==> src/rtl/seq_bin_to_bcd.sv <==
// Multi-cycle binary-to-BCD converter (shift-and-add-3), one input bit per clock.
// Optional leading-zero mask enabled by defining SEQ_BIN_TO_BCD_BLANK_EN.
module seq_bin_to_bcd #(
  parameter int BIN_W  = 31,
  parameter int DIGITS = 10
) (
  input  logic                  clock,
  input  logic                  resetn,
  input  logic                  start,
  input  logic [BIN_W-1:0]      bin_in,
  output logic                  busy,
  output logic                  done,
  output logic [4*DIGITS-1:0]   bcd_out,
  output logic                  overflow,
  output logic [DIGITS-1:0]     digit_blank
);

  localparam int CNT_W = $clog2(BIN_W + 1);
  localparam int BCD_W = 4 * DIGITS;

  typedef enum logic [1:0] {
    IDLE  = 2'd0,
    SHIFT = 2'd1,
    DONE  = 2'd2
  } state_t;

  state_t             state_r;
  logic [BIN_W-1:0]   sr_r;
  logic [BCD_W-1:0]   dig_r;
  logic               ovf_r;
  logic [CNT_W-1:0]   cnt_r;

  logic [BCD_W-1:0]   adj_s;
  logic [BCD_W-1:0]   dig_next_s;
  logic               ovf_next_s;
  logic               last_shift_s;

  // Add-3 correction of every scratch digit that would reach 10 or more when doubled
  always_comb begin
    adj_s = dig_r;
    for (int i = 0; i < DIGITS; i++) begin
      if (dig_r[4*i +: 4] >= 4'd5) begin
        adj_s[4*i +: 4] = dig_r[4*i +: 4] + 4'd3;
      end else begin
        adj_s[4*i +: 4] = dig_r[4*i +: 4];
      end
    end
  end

  // The bit leaving the top digit is lost, which is exactly the overflow condition
  assign dig_next_s   = {adj_s[BCD_W-2:0], sr_r[BIN_W-1]};
  assign ovf_next_s   = ovf_r | adj_s[BCD_W-1];
  assign last_shift_s = (state_r == SHIFT) && (cnt_r == CNT_W'(1));

  // Conversion FSM with registered handshake and result outputs
  always_ff @(posedge clock) begin
    if (!resetn) begin
      state_r  <= IDLE;
      busy     <= 1'b0;
      done     <= 1'b0;
      bcd_out  <= '0;
      overflow <= 1'b0;
      sr_r     <= '0;
      dig_r    <= '0;
      ovf_r    <= 1'b0;
      cnt_r    <= '0;
    end else begin
      case (state_r)
        IDLE, DONE: begin
          done <= 1'b0;
          if (start) begin
            sr_r    <= bin_in;
            dig_r   <= '0;
            ovf_r   <= 1'b0;
            cnt_r   <= CNT_W'(BIN_W);
            busy    <= 1'b1;
            state_r <= SHIFT;
          end else begin
            busy    <= 1'b0;
            state_r <= IDLE;
          end
        end
        SHIFT: begin
          sr_r  <= sr_r << 1'b1;
          dig_r <= dig_next_s;
          ovf_r <= ovf_next_s;
          cnt_r <= cnt_r - CNT_W'(1);
          if (cnt_r == CNT_W'(1)) begin
            state_r  <= DONE;
            busy     <= 1'b0;
            done     <= 1'b1;
            bcd_out  <= dig_next_s;
            overflow <= ovf_next_s;
          end else begin
            state_r <= SHIFT;
            busy    <= 1'b1;
            done    <= 1'b0;
          end
        end
        default: begin
          state_r <= IDLE;
          busy    <= 1'b0;
          done    <= 1'b0;
        end
      endcase
    end
  end

`ifdef SEQ_BIN_TO_BCD_BLANK_EN
  logic [DIGITS-1:0] blank_r;
  logic [DIGITS-1:0] blank_next_s;
  logic              all_zero_s;

  // Mask digit i when it and every digit above it are zero; digit 0 is never masked
  always_comb begin
    blank_next_s = '0;
    all_zero_s   = 1'b1;
    for (int i = DIGITS - 1; i >= 1; i--) begin
      all_zero_s      = all_zero_s & (dig_next_s[4*i +: 4] == 4'd0);
      blank_next_s[i] = all_zero_s & ~ovf_next_s;
    end
  end

  // Leading-zero mask register, updated together with bcd_out
  always_ff @(posedge clock) begin
    if (!resetn) begin
      blank_r <= '0;
    end else if (last_shift_s) begin
      blank_r <= blank_next_s;
    end else begin
      blank_r <= blank_r;
    end
  end

  assign digit_blank = blank_r;
`else
  assign digit_blank = '0;
`endif

endmodule

==> config.mk <==
export PLATFORM = sky130hd
export DESIGN_NAME = seq_bin_to_bcd
export DESIGN_NICKNAME = d
export VERILOG_FILES = /design/src/rtl/seq_bin_to_bcd.sv
export SDC_FILE = /design/constraint.sdc
export NUM_CORES = 1
export LEC_CHECK = 0
export CORE_MARGIN = 4
export CORE_UTILIZATION = 30
export DETAILED_ROUTE_END_ITERATION = 8
export DONT_BUFFER_PORTS = 1
export PLACE_DENSITY = 0.44
export SETUP_SLACK_MARGIN = 0.3
export SLEW_MARGIN = 20
export SYNTH_ARGS = -nofsm -noshare
export SYNTH_HDL_FRONTEND = slang
export SYNTH_SLANG_ARGS = --single-unit
==> constraint.sdc <==
create_clock -name clock -period 4 [get_ports clock]
set_input_delay 0.4 -clock clock [delete_from_list [all_inputs] [get_ports clock]]
set_output_delay 0.4 -clock clock [all_outputs]
set_load 0.1 [all_outputs]
After elaboration in Yosys (flattened, before gate mapping)
Cells that the tools add are included.

storage, ports and cells
  register bits after elaboration = 122
  input bits = 34
  logic and storage cells = 66
  output and inout port bits = 53

cells by class
  equality and inequality tests = 4
  reduce and logical (&&, ||, !) cells = 6
  muxes and demuxes = 25
  bitwise operators = 1
  add/sub/neg operators = 11
  $lt $le $gt $ge = 10

operator list
  operator                                              number
  case mux 40 bit (2 select lines)                      1
  case mux 31 bit (2 select lines)                      1
  adder 4 x 2 -> 4 bit (second input constant)          10
  >= comparator 4 x 3 -> 1 bit (second input constant)  10
  2-to-1 mux 4 bit                                      10
  2-to-1 mux 40 bit                                     1
  2-to-1 mux 31 bit                                     1
  case mux 5 bit (2 select lines)                       1
  AND reduction 2 bit                                   3
  equality test 5 x 1 -> 1 bit (second input constant)  1
  2-to-1 mux 1 bit                                      5
  2-to-1 mux 5 bit                                      1
  subtractor 5 x 1 -> 5 bit (second input constant)     1
  case mux 1 bit (2 select lines)                       2
  case mux 2 bit (2 select lines)                       1
  equality test 2 x 1 -> 1 bit (second input constant)  1
  equality test 2 bit (second input constant)           1
  zero test 2 bit                                       1
  2-to-1 mux 2 bit                                      1
  != test 2 bit (second input constant)                 1
  nonzero test 2 bit                                    1
  OR reduction 2 bit                                    1
  OR 1 bit                                              1

Longest topological paths before layout
  depth after elaboration = 4
  mapped depth = 8
  depth with buffers taken out = 6

Worst setup path before layout
No wires, ideal clock.

  path kind = reg-to-reg
  start = register state_r[0]
  end = register bcd_out[0]
  required time = 3872 ps
  setup time = 128 ps
  setup slack = 1949 ps
  period minus slack after synthesis = 2051 ps
  arrival time = 1923 ps
  stages on the path, launching flop included = 8
  buffers on the path = 3
  path through = dfxtp_1 -> nor2b_1 -> buf_2 -> and2_1 -> buf_6 -> buf_6 -> mux2i_1 -> nor2_1

on the way
  word-level cells in the longest chain between the ends = 2

ends and longest elaborated chain
  what                           line  text
  start, declared                27    state_t state_r;
  start signal, assigned         58    state_r <= IDLE;
  start signal, assigned         77    state_r <= SHIFT;
  start signal, assigned         80    state_r <= IDLE;
  equality test 2 x 1 -> 1 bit   68    case (state_r)
  AND reduction 2 bit (no line)  n/a
  end signal, assigned           92    bcd_out <= dig_next_s;
  end, declared                  13    output logic [4*DIGITS-1:0] bcd_out,

Every way passes these cells.
A chain may end at the register's enable or synchronous reset.

Final worst setup path
  start = register state_r[0]
  end = register dig_r[17]

on the way
  word-level cells in the longest chain between the ends = 4
  elaborated cells between the ends (all ways) = 8
  those cells by class = eq/ne (3); mux (1); reduce/logical (4)

ends and longest elaborated chain
  what                                                                  line  text
  equality test 2 bit / zero test 2 bit (equally long branches)         68
  OR reduction 2 bit                                                    68
  != test 2 bit (no line) / nonzero test 2 bit (equally long branches)  n/a
  AND reduction 2 bit (no line)                                         n/a
  end signal, assigned                                                  85    dig_r <= dig_next_s;
  end, declared                                                         29    logic [BCD_W-1:0] dig_r;

Several ways; a longest one is shown, not always the timed one.

==> results.md <==
* Status: finished, final reports clean
* Pin count of the biggest net entering global routing at 59
* Largest cells by area after synthesis: dfxtp_1 (45%), a21oi_1 (7.2%), nand2_1 (5.8%), o21ai_0 (5.4%), ha_1 (5.1%)
* Seq/Total Area, Yosys at between 40% and 50%
* FMAX at 0.382 GHz
* Top cell type by total area after synthesis: dfxtp_1
* Final WS setup at between 1 and 1.5 ns
* CP required at about 4.3 ns
* Vias in the first global route at ~4200
* Count of state elements after synthesis at 121
* Initial antenna violation count at 0
* Worst setup SP type: flip-flop
* Worst-path cell chain: buf_4 -> nor2b_4 -> buf_4 -> nand2_1 -> o21ai_0
* Die Wd at 143 µm
* Worst slew pin tran at about 1.0 ns
* Leakage power at 2.01 nW
* Crit path top cell by count: buf_4
* Antenna-violating nets left at 0
* Final #Nets at about 650
* Initial Util at 31.0%
* Htree depth at 4
* Core area at 17500 µm²
* GPL Wtd Cong at about 0.72
* IO buf count at 0
* Mean Syn Cell Area at 8.89 µm²
* CTS tree: done
* Final WL at 13.2 mm
* Max clock buf depth at 2
* CTS Buf Count at 17
* CP delay by family, top: simple AND/OR/NAND/NOR gates
* Worst-skew pair later-pin latency at about 0.42 ns
* Setup TNS at 0 ns
* GRT Total Usage at between 10 and 15%
* CTS sink cnt at approximately 120
* CTS resizes at 0
* Clock Skews at ~0.0085 ns
* DRC errors left at 0
* Most common cell after layout, fill and taps aside: dfxtp_1
* Synth cell types at 37
* GRT overflow at 0
* Hold-fix buffers at CTS at 0
* Drt pass-1 iters at 4
* CP max FO at 51
* # fillers at 1796
* Tmin final at 2.62 ns
* Initial DRC Count at ~240
* Via density at 5.08
* Row Count at 48
* Fin crit share at about two thirds
* CP Buf/Inv Count at 2
* Area of the die at between 20000 and 25000 µm²
* Final setup viols at 0
* Post-synth EDFFs at 0
* Synth Flop Type: dfxtp_1
* Die Y at about 140 µm
* Most frequent cells in the layout: dfxtp_1 (121), nand2_1 (84), a21oi_1 (78)
* Max-cap violations at 0
* Layout cells sized above 1 at between 10% and 20%
* Antenna cell count at 0
* Worst slack, placed at roughly 1.3 ns
* Final Hold Vio Count at 0
* CTS root buf: clkbuf_16
* Post-CTS Setup Repair Bufs at 0
* CTS clk-pin slew, worst paths at ~0.060 ns
* Worst setup path class: flip-flop to flip-flop
* Worst slew margin at 30.7%
* Synth warnings at 0
* Layout area overhead at 12.6%
* First-pass GRT wire length at ~22 mm
* Critical path's slowest cell: nand2_1
* HPWL reported at the end of detailed placement at around 8.4 mm
* RSZ-0062 raised after global routing: false
* Ys async rst share at 0%
* Count of pins over their slew limit at 0
* Vias at ~4200
* Wire length per cell at around 16 µm
* Synth top area share at about 45%
* CP Capture Type: flip-flop
* CP peak stage delay at 0.73 ns
* PD cells at between 400 and 500 nW/µm²
* Maximum vdd drop at 0.000300 V
* Synthesized area at around 5400 µm²
* I/O pin cnt at 87
* CP Data Arrival Time at slightly below 3 ns
* Type of the worst min-delay path: primary input to flip-flop
* Mapped Cells at 612
## stage by stage
step                      area, µm²  hold WS, ns  utilization, %  power [mW]  std cells
final                          6130        0.116            34.9        3.05        833
after CTS                      6130       0.0886            34.9        3.10        833
after floorplan                5480        0.437               -        1.53        621
after global placement         5540        0.444            31.6        1.55        801
after global routing           6130       0.0986            34.9        3.17        833
after detailed placement       5540        0.447            31.6        1.56        801
## final timing paths
| path | start | endpoint | slack [ns] | cells after the start |
|---|---|---|---|---|
| worst max-delay path | state_r[0] | dig_r[17] | 1.38 | 5 |
| worst min-delay path | resetn | cnt_r[2] | 0.12 | 1 |
| worst max register to register | state_r[0] | dig_r[17] | 1.38 | 5 |
| worst min register to register | sr_r[1] | sr_r[1] | 0.45 | 2 |
## kinds of logic after synthesis
logic type	after synthesis	synth area share (%)
AO/OA/AOI/OAI	209	25.1
AND/OR/NAND/NOR	161	14.0
flip-flops	121	44.5
buffers and inverters	76	7.33
adder cells (fa/ha/maj)	22	5.06
XOR/XNOR	11	1.77
multiplexers	11	2.25
other	1	0.0689
## worst reg2reg max path, stage by stage, from the launching register on
cell and delay [ns]:
dfxtp_1 0.31, buf_4 0.32, nor2b_4 0.21, buf_4 0.50, nand2_1 0.76, o21ai_0 0.43
## flip-flops by register name, summed over array words and instances, names as in the netlist
signal    flops
ovf_r         1
cnt_r         5
overflow      1
bcd_out      40
dig_r        40
sr_r         31
done          1
state_r       2
## routing by layer
metal / share of wire, % / routed length, µm / global-route usage (%)
met2: 47 / 6290 / 21.8
met5: 0 / 0 / 0
met3: 5.6 / 748 / 4.25
met4: 1.6 / 206 / 5.30
met1: 45 / 6000 / 16.6
## cells in the mapped netlist (2+ instances only)
| library cell | number |
|---|---|
| a211oi_1 | 2 |
| a211oi_2 | 9 |
| a21oi_1 | 78 |
| a22oi_1 | 32 |
| a311oi_1 | 2 |
| a31oi_1 | 2 |
| buf_2 | 18 |
| buf_4 | 14 |
| buf_6 | 5 |
| clkbuf_1 | 13 |
| dfxtp_1 | 121 |
| ha_1 | 22 |
| inv_1 | 25 |
| mux2_2 | 10 |
| nand2_1 | 84 |
| nand2b_1 | 11 |
| nand3_1 | 10 |
| nor2_1 | 18 |
| nor2b_1 | 2 |
| nor3_1 | 13 |
| nor3b_1 | 18 |
| o21ai_0 | 59 |
| o22ai_1 | 2 |
| o22ai_2 | 18 |
| o31a_1 | 2 |
| xnor2_1 | 11 |
## area by class of cell
class | instances | area, µm² | area share, %
well taps | 225 | 282 | 4.60
inverters | 25 | 93.8 | 1.53
clock buffers | 19 | 443 | 7.23
multi-input cells | 424 | 2680 | 43.8
clock inverters | 13 | 146 | 2.39
flip-flops and latches | 121 | 2420 | 39.5
repair buffers | 6 | 57.6 | 0.940
## where the power goes
part	switching, mW	internal (mW)	total, mW	leakage (nW)
Combinational	0.162	0.0513	0.213	0.767
Sequential	0.0742	1.24	1.32	0.982
Clock	0.579	0.936	1.52	0.260
Total	0.815	2.23	3.05	2.01
No activity file was read; power rests on OpenSTA's default activity.
